File: config.mk
export PLATFORM = sky130hd
export DESIGN_NAME = ldmx_timing_merge
export DESIGN_NICKNAME = d
export VERILOG_FILES = /design/src/rtl/ldmx_timing_pkg.sv /design/src/rtl/ldmx_timing_fifo.sv /design/src/rtl/ldmx_timing_merge.sv
export SDC_FILE = /design/constraint.sdc
export NUM_CORES = 1
export LEC_CHECK = 0
export CAP_MARGIN = 20
export CORE_ASPECT_RATIO = 0.7
export CORE_MARGIN = 3
export CORE_UTILIZATION = 40
export CTS_BUF_LIST = sky130_fd_sc_hd__clkbuf_8
export CTS_CLUSTER_DIAMETER = 120
export DETAILED_ROUTE_END_ITERATION = 6
export GPL_TIMING_DRIVEN = 1
export HOLD_SLACK_MARGIN = 0.06
export PLACE_DENSITY = 0.63
export SYNTH_ARGS = -nofsm -noshare
export SYNTH_HDL_FRONTEND = slang
export SYNTH_SLANG_ARGS = --single-unit
File: constraint.sdc
create_clock -name sysClk125 -period 2.9 [get_ports sysClk125]
set_input_delay 0.87 -clock sysClk125 [delete_from_list [all_inputs] [get_ports sysClk125]]
set_output_delay 0.87 -clock sysClk125 [all_outputs]
set_load 0.03 [all_outputs]
File: src/rtl/ldmx_timing_pkg.sv
// Shared constants and arbiter state type for the LDMX COB timing merge block.
package ldmx_timing_pkg;

  localparam int TIMING_DATA_W = 10;
  localparam int CNT_W         = 16;

  typedef enum logic {
    IDLE = 1'b0,
    HOLD = 1'b1
  } arbState_t;

endpackage

File: src/rtl/ldmx_timing_fifo.sv
// Synchronous first-word-fall-through FIFO, one per timing receive channel.
module ldmx_timing_fifo #(
  parameter int DATA_W = 10,
  parameter int DEPTH  = 16
) (
  input  logic              sysClk125,
  input  logic              sysClk125Rst,
  input  logic              push,
  input  logic              pop,
  input  logic [DATA_W-1:0] din,
  output logic [DATA_W-1:0] dout,
  output logic              full,
  output logic              empty
);

  localparam int AW = $clog2(DEPTH);

  // The extra pointer MSB separates "full" (MSBs differ) from "empty" (MSBs equal).
  logic [AW:0]       wrPtr;
  logic [AW:0]       rdPtr;
  logic [DATA_W-1:0] mem [DEPTH];

  assign empty = (wrPtr == rdPtr);
  assign full  = (wrPtr[AW] != rdPtr[AW]) && (wrPtr[AW-1:0] == rdPtr[AW-1:0]);
  assign dout  = mem[rdPtr[AW-1:0]];

  always_ff @(posedge sysClk125 or posedge sysClk125Rst) begin
    if (sysClk125Rst) begin
      wrPtr <= '0;
      rdPtr <= '0;
    end else begin
      if (push && !full)  wrPtr <= wrPtr + 1'b1;
      if (pop  && !empty) rdPtr <= rdPtr + 1'b1;
    end
  end

  // NOTE: the storage array has no reset; the pointers alone define which entries are valid.
  always_ff @(posedge sysClk125) begin
    if (push && !full) mem[wrPtr[AW-1:0]] <= din;
  end

endmodule

File: src/rtl/ldmx_timing_merge.sv
// Merges NUM_CH COB timing streams into one: round-robin over per-channel FIFOs,
// or the legacy registered bitwise-OR merge when OR_MODE=1.
module ldmx_timing_merge
  import ldmx_timing_pkg::*;
#(
  parameter int NUM_CH     = 2,
  parameter int DATA_W     = TIMING_DATA_W,
  parameter int FIFO_DEPTH = 16,
  parameter int OR_MODE    = 0
) (
  input  logic                     sysClk125,
  input  logic                     sysClk125Rst,
  input  logic [NUM_CH*DATA_W-1:0] rxData,
  input  logic [NUM_CH-1:0]        rxDataEn,
  output logic [DATA_W-1:0]        txData,
  output logic                     txDataEn,
  input  logic                     txReady,
  input  logic                     cntClr,
  output logic [NUM_CH*CNT_W-1:0]  dropCnt,
  output logic [NUM_CH-1:0]        fifoEmpty
);

  localparam int CH_W = (NUM_CH > 1) ? $clog2(NUM_CH) : 1;

  arbState_t                       state;
  logic [CH_W-1:0]                 lastGrant;
  logic [CH_W-1:0]                 nextCh;
  logic [CH_W-1:0]                 idx;
  logic                            grantAvail;
  logic                            doGrant;
  logic [NUM_CH-1:0]               popVec;
  logic [NUM_CH-1:0]               fifoFull;
  logic [DATA_W-1:0]               fifoDout [NUM_CH];
  logic [DATA_W-1:0]               orData;
  logic [NUM_CH-1:0]               dropInc;
  logic [NUM_CH-1:0][CNT_W-1:0]    dropCntQ;

  for (genvar k = 0; k < NUM_CH; k++) begin : g_fifo
    ldmx_timing_fifo #(
      .DATA_W (DATA_W),
      .DEPTH  (FIFO_DEPTH)
    ) u_fifo (
      .sysClk125    (sysClk125),
      .sysClk125Rst (sysClk125Rst),
      .push         ((OR_MODE == 0) && rxDataEn[k]),
      .pop          (popVec[k]),
      .din          (rxData[k*DATA_W +: DATA_W]),
      .dout         (fifoDout[k]),
      .full         (fifoFull[k]),
      .empty        (fifoEmpty[k])
    );
  end

  // Scan from farthest to nearest offset so the nearest non-empty channel after lastGrant wins.
  // NOTE: every always_comb output gets a default first so no path leaves it unassigned (no latch).
  always_comb begin
    nextCh     = '0;
    grantAvail = 1'b0;
    idx        = '0;
    for (int i = NUM_CH; i >= 1; i--) begin
      idx = CH_W'((int'(lastGrant) + i) % NUM_CH);
      if (!fifoEmpty[idx]) begin
        nextCh     = idx;
        grantAvail = 1'b1;
      end
    end
  end

  assign doGrant = (OR_MODE == 0) && grantAvail && ((state == IDLE) || txReady);

  always_comb begin
    popVec = '0;
    if (doGrant) popVec[nextCh] = 1'b1;
  end

  always_comb begin
    orData = '0;
    for (int k = 0; k < NUM_CH; k++) begin
      if (rxDataEn[k]) orData = orData | rxData[k*DATA_W +: DATA_W];
    end
  end

  // NOTE: state registers use non-blocking assignments so every read in the block sees pre-edge values.
  always_ff @(posedge sysClk125 or posedge sysClk125Rst) begin
    if (sysClk125Rst) begin
      state     <= IDLE;
      txData    <= '0;
      txDataEn  <= 1'b0;
      lastGrant <= CH_W'(NUM_CH - 1);
    end else if (OR_MODE != 0) begin
      txData   <= orData;
      txDataEn <= |rxDataEn;
    end else if (doGrant) begin
      txData    <= fifoDout[nextCh];
      txDataEn  <= 1'b1;
      lastGrant <= nextCh;
      state     <= HOLD;
    end else if ((state == HOLD) && txReady) begin
      txDataEn <= 1'b0;
      state    <= IDLE;
    end
  end

  // In OR mode counter 0 counts collisions; otherwise each counter counts words refused by a full FIFO.
  always_comb begin
    dropInc = '0;
    if (OR_MODE != 0) dropInc[0] = ($countones(rxDataEn) > 1);
    else              dropInc    = rxDataEn & fifoFull;
  end

  always_ff @(posedge sysClk125 or posedge sysClk125Rst) begin
    if (sysClk125Rst) begin
      dropCntQ <= '0;
    end else if (cntClr) begin
      dropCntQ <= '0;
    end else begin
      for (int k = 0; k < NUM_CH; k++) begin
        if (dropInc[k] && (dropCntQ[k] != '1)) dropCntQ[k] <= dropCntQ[k] + 1'b1;
      end
    end
  end

  assign dropCnt = dropCntQ;

endmodule
# After elaboration in Yosys (flattened, before gate mapping)

Memories as Yosys holds them, arrays and structs flattened.
Cells that the tools add are included.

Add/subtract/negate cells: 8
$mul: 0
Div/mod/pow operators: 0
Magnitude comparators: 5
Eq/ne operators: 8
Shift-type cells: 0
Mux-type cells: 23
Bitwise logic cells: 3
Reduce and logical (&&, ||, !) cells: 19

Operator list:

| cell                                                        | count |
|---|---|
| adder 16 x 1 -> 16 bit (second input constant)              | 2 |
| 2-to-1 mux 16 bit                                           | 2 |
| 2-to-1 mux 32 bit                                           | 1 |
| != test 16 bit (second input constant)                      | 2 |
| 2-to-1 mux 10 bit                                           | 3 |
| adder 5 x 1 -> 5 bit (second input constant)                | 4 |
| 2-to-1 mux 1 bit                                            | 15 |
| logical AND 1 bit                                           | 11 |
| equality test 5 bit                                         | 2 |
| equality test 4 bit                                         | 2 |
| less-than comparator 1 x 2 -> 1 bit (second input constant) | 3 |
| nonzero test 2 bit                                          | 3 |
| zero test 1 bit                                             | 4 |
| adder 1 bit (second input constant)                         | 2 |
| bitwise AND 2 bit                                           | 1 |
| greater-or-equal comparator 2 bit (second input constant)   | 1 |
| 2-to-1 mux 2 bit                                            | 1 |
| != test 1 bit                                               | 2 |
| NOT 1 -> 2 bit                                              | 1 |
| demux 1 bit (select 1 bit)                                  | 1 |
| greater-or-equal comparator 1 bit (second input constant)   | 1 |
| logical OR 1 bit                                            | 1 |
| NOT 1 bit                                                   | 1 |

Flip-flop bits (word level): 64
Latch bits: 0
Memory bits (writable): 320
ROM bits: 0
Bits of input ports: 26
Output and inout bits: 45
Logic and storage cells: 77
Memories: 2

Memory list:

| memory               | depth | width | rd ports | clocked after memory_dff | write ports | line                   | text |
|---|---|---|---|---|---|---|---|
| g_fifo[0].u_fifo.mem | 16    | 10    | 1        | 0                        | 1           | ldmx_timing_fifo.sv:21 | `logic [DATA_W-1:0] mem [DEPTH];` |
| g_fifo[1].u_fifo.mem | 16    | 10    | 1        | 0                        | 1           | ldmx_timing_fifo.sv:21 |  |

# Longest topological paths before layout

Depth after elaboration: 11
Gate-level depth with buffers: 8
Depth with buffers taken out: 5

# By module

From an unflattened synthesis, not the netlist that was laid out.

Cells, all modules: 913
Area total of the unflattened synthesis: 15977.8 µm²

By module, submodules not included:

| module                               | times used | cells an instance | area an instance (µm²) | seq. area each (µm²) |
|---|---|---|---|---|
| ldmx_timing_fifo at g_fifo[1].u_fifo | 1          | 328               | 6874.1                 | 5054.8 |
| ldmx_timing_fifo at g_fifo[0].u_fifo | 1          | 333               | 6747.7                 | 5054.8 |
| ldmx_timing_merge                    | 1          | 252               | 2356.0                 | 1102.3 |

# Worst setup path before layout

Ideal clock, no wire load.

Kind: register to register
Start: reg g_fifo[1].u_fifo.rdPtr[1]
End: mem g_fifo[1].u_fifo.mem[3][0], enable pin
Setup time: 390 ps
Data arrival time: 2328 ps
Required time: 2510 ps
Setup slack: 183 ps
Stages on the path, launching flop included: 8
Buffers on the path: 2
Clock period less this slack: 2717 ps
Cell sequence: dfrtp_1 > buf_2 > xnor2_1 > and4_1 > clkbuf_1 > a21boi_1 > nand2_1 > nor3_1

Word-level cells in the longest chain between the ends: 6

RTL lines:

| what                                   | line                   | text |
|---|---|---|
| start: declaration                     | ldmx_timing_fifo.sv:20 | `logic [AW:0] rdPtr;` |
| start signal: assignment               | ldmx_timing_fifo.sv:33 | `if (pop && !empty) rdPtr <= rdPtr + 1'b1;` |
| equality test 4 bit                    | ldmx_timing_fifo.sv:24 | `assign full = (wrPtr[AW] != rdPtr[AW]) && (wrPtr[AW-1:0] == rdPtr[AW-1:0]);` |
| logical AND 1 bit                      | ldmx_timing_fifo.sv:24 |  |
| zero test 1 bit                        | ldmx_timing_fifo.sv:39 | `if (push && !full) mem[wrPtr[AW-1:0]] <= din;` |
| logical AND 1 bit                      | ldmx_timing_fifo.sv:39 |  |
| 2-to-1 mux 1 bit                       | ldmx_timing_fifo.sv:39 |  |
| 2-to-1 mux 1 bit (implied by the code) | ldmx_timing_fifo.sv:39 |  |
| end: declaration                       | ldmx_timing_fifo.sv:21 |  |

Every way passes these cells.

# Worst setup path in the final report

Start: reg g_fifo[1].u_fifo.rdPtr[1]
End: out fifoEmpty[1]

Word-level cells in the longest chain between the ends: 1

RTL lines:

| what                | line                    | text |
|---|---|---|
| equality test 5 bit | ldmx_timing_fifo.sv:23  | `assign empty = (wrPtr == rdPtr);` |
| end: declaration    | ldmx_timing_merge.sv:20 | `output logic [NUM_CH-1:0] fifoEmpty` |

Every way passes these cells.

==> flow_summary_export.csv <==
group,metric,value,unit
run_status,status,"finished, final reports clean",
logic_synthesis,synth_seq_cells,384,
cts,cts_sinks,384,
sta,timing.hold.ws,0.476,ns
sta,relSlewSlack,48.3,%
placement,dp_hpwl,21400,µm
sta,setup_tns,0,ns
critical_path,criticalPathCategory,"reg -> out",
route,drt-vias-per-instance,5.31,
critical_path,r2r_end,"g_fifo[1].u_fifo.mem[2][1]",
floorplanning,start_util,40.8,%
logic_synthesis,yosysTopAreaCellShare,60.9,%
route,detail-route-antenna-nets,0,
sta,setup_viol,0,
logic_synthesis,async_flop_share,16.7,%
sta,fmax,361,MHz
global_route,antenna_found_initial,0,
placement,portBuffers,70,
sta,worst_slew_pin_slew,0.772,ns
cts,clk_pin_slew_worst_paths,0.06,ns
floorplanning,die_width,243,µm
cells_and_area,final_cell_mix,"edfxtp_1, mux4_2, clkdlybuf4s50_1, clkbuf_8, dfrtp_1",
route,wl_per_cell,21.1,µm
cells_and_area,final_common_cell,"edfxtp_1",
power_and_ir_drop,power,0.0164,W
cts,cts.htree.levels,2,
cts,cts_buffers,57,
critical_path,crit_path_start,"g_fifo[1].u_fifo.rdPtr[1]",
logic_synthesis,dominantRegCellSynth,"edfxtp_1",
cts,clkLatencyLatePin,0.60,ns
power_and_ir_drop,p_per_area,887,nW/µm²
floorplanning,boundaryPins,71,
logic_synthesis,synth_edf_count,320,
logic_synthesis,ys_types,46,
sta,fin_skew,0.0275,ns
sta,finalWorstPathRequiredPeriod,2.77,ns
power_and_ir_drop,p_leak,6.41,nW
route,vias,8439,
critical_path,r2r_slack,0.51,ns
cts,root_buffer,"clkbuf_8",
logic_synthesis,post-synth-top-area-cell,"edfxtp_1",
floorplanning,core,38700,µm²
logic_synthesis,syn_inst,882,
cts,cts_buffer_depth,3,
route,drt_wl_total,33500,µm
sta,hold_viol,0,
cells_and_area,diodes,0,
global_route,overflow,0,
logic_synthesis,synth_seq_area_share,71.0,%
global_route,grt_pass1_wl,51800,µm
logic_synthesis,syn_area_per_cell,17.9,µm²
floorplanning,die_y,172,µm
critical_path,crit_end,"fifoEmpty[1]",
critical_path,start_kind,"register",
critical_path,worst_r2r_path_depth,6,
critical_path,critPathCaptureType,"output pin",
global_route,grt_use_total,16.2,%
cells_and_area,fin_nets,1053,
route,first_pass_iters,5,
min_path,hp-class,"reg -> reg",
flow_run,drv_cap,0,
power_and_ir_drop,ir_worst_vdd,0.437,mV
route,drt-initial-drc-count,648,
cts,cts_tree,"done",
sta,fin_crit_sh,95.6,%
sta,setup_ws,0.127,ns
route,drc,0,
placement,dp_slack,0.146,ns
placement,place_congestion,0.783,
logic_synthesis,synth_top_cells_by_area,"edfxtp_1, mux4_2, dfrtp_1",
floorplanning,rows,60,
cells_and_area,drive_gt1_share,23.8,%
critical_path,required,2.03,ns
sta,slew_viol_final,0,
global_route,grt_max_degree,65,
logic_synthesis,syn_nets,920,
sta,rsz0062_at_grt,"no",
critical_path,cp_max_fo,10,
logic_synthesis,synth_area,15800,µm²
logic_synthesis,ys.warnings.count,0,
floorplanning,dieArea,41900,µm²
cts,cts_hold_buf,0,
cells_and_area,syn2layout_area_growth,17.2,%
critical_path,worstPathArrival,1.90,ns
critical_path,reg2reg_from,"g_fifo[1].u_fifo.rdPtr[1]",
global_route,grt_pass1_vias,8470,
-- critical path: stages (launching register included) --
cell	delay, ns
dfrtp_4	0.58
xnor2_1	0.19
nand4_1	0.19
nor2_2	0.20
buf_12	0.15
-- stage by stage --
stage	area [µm²]	utilization [%]	cells
after floorplan	15800	-	882
after global placement	17400	44.9	1479
after detailed placement	17400	44.9	1479
after CTS	18400	47.7	1586
after global routing	18500	47.9	1588
final	18500	47.9	1588
-- final cells by class --
cell class | instances | area (µm²)
inverter | 11 | 41.3
clock buffer | 61 | 840
multi-input combinational | 435 | 4310
timing repair buffer | 126 | 1190
tap | 527 | 659
fill | 3264 | 20200
clock inverter | 44 | 234
sequential | 384 | 11200
-- state kept, by name, indices dropped and copies added, names as in the netlist --
signal,flops
g_fifo.u_fifo.mem,320
dropCnt,32
g_fifo.u_fifo.rdPtr,10
g_fifo.u_fifo.wrPtr,10
txData,10
lastGrant,1
state,1
-- worst min path at each step --
stage	startpoint	end	slack, ns	depth (start not counted)
5_1_grt	lastGrant	lastGrant	0.51	2
4_1_cts	lastGrant	lastGrant	0.48	2
2_1_floorplan	lastGrant	lastGrant	0.44	2
3_5_place_dp	lastGrant	lastGrant	0.47	2
6_report	lastGrant	lastGrant	0.48	2
3_3_place_gp	lastGrant	lastGrant	0.45	2
-- power by group --
| group | internal [W] | total [W] | switching (W) |
|---|---|---|---|
| registers | 0.00670 | 0.00715 | 0.000450 |
| logic | 0.00241 | 0.00513 | 0.00272 |
| clock network | 0.00212 | 0.00414 | 0.00202 |
| total | 0.0112 | 0.0164 | 0.00519 |
-- Yosys cell counts, types with 10 or more instances --
library cell  number
clkbuf_1          22
mux4_2            80
nor2_1            24
mux2_2            19
a21oi_1           25
mux2i_1           39
edfxtp_1         320
ha_1              12
buf_2             21
and3_1            23
nand3_1           21
nand2_1           31
dfrtp_1           63
inv_1             11
or3_1             10
nand4_1           13
xnor2_1           22
o21ai_0           34
-- metal layers --
| metal | vias to the layer above | wire (µm) | global-route usage (%) |
|---|---|---|---|
| li1 | 3798 | - | - |
| met1 | 4352 | 16500 | 25.5 |
| met2 | 245 | 14400 | 22.9 |
| met3 | 44 | 2150 | 3.69 |
| met4 | 0 | 499 | 3.87 |
| met5 | - | 0 | 0 |
-- cell families after synthesis --
kind of cell,synth area share [%]
multiplexers,15.2
adder cells (fa/ha/maj),0.951
XOR/XNOR,1.66
flip-flops,71.0
AND/OR/NAND/NOR,5.80
buffers and inverters,1.93
AO/OA/AOI/OAI,3.37
-- repair_timing --
action	CTS	global route
resized for setup	1	12
setup buffers	2	1
setup endpoints to repair	2	2
pin swaps	2	1
No activity file was read; power rests on OpenSTA's default activity.
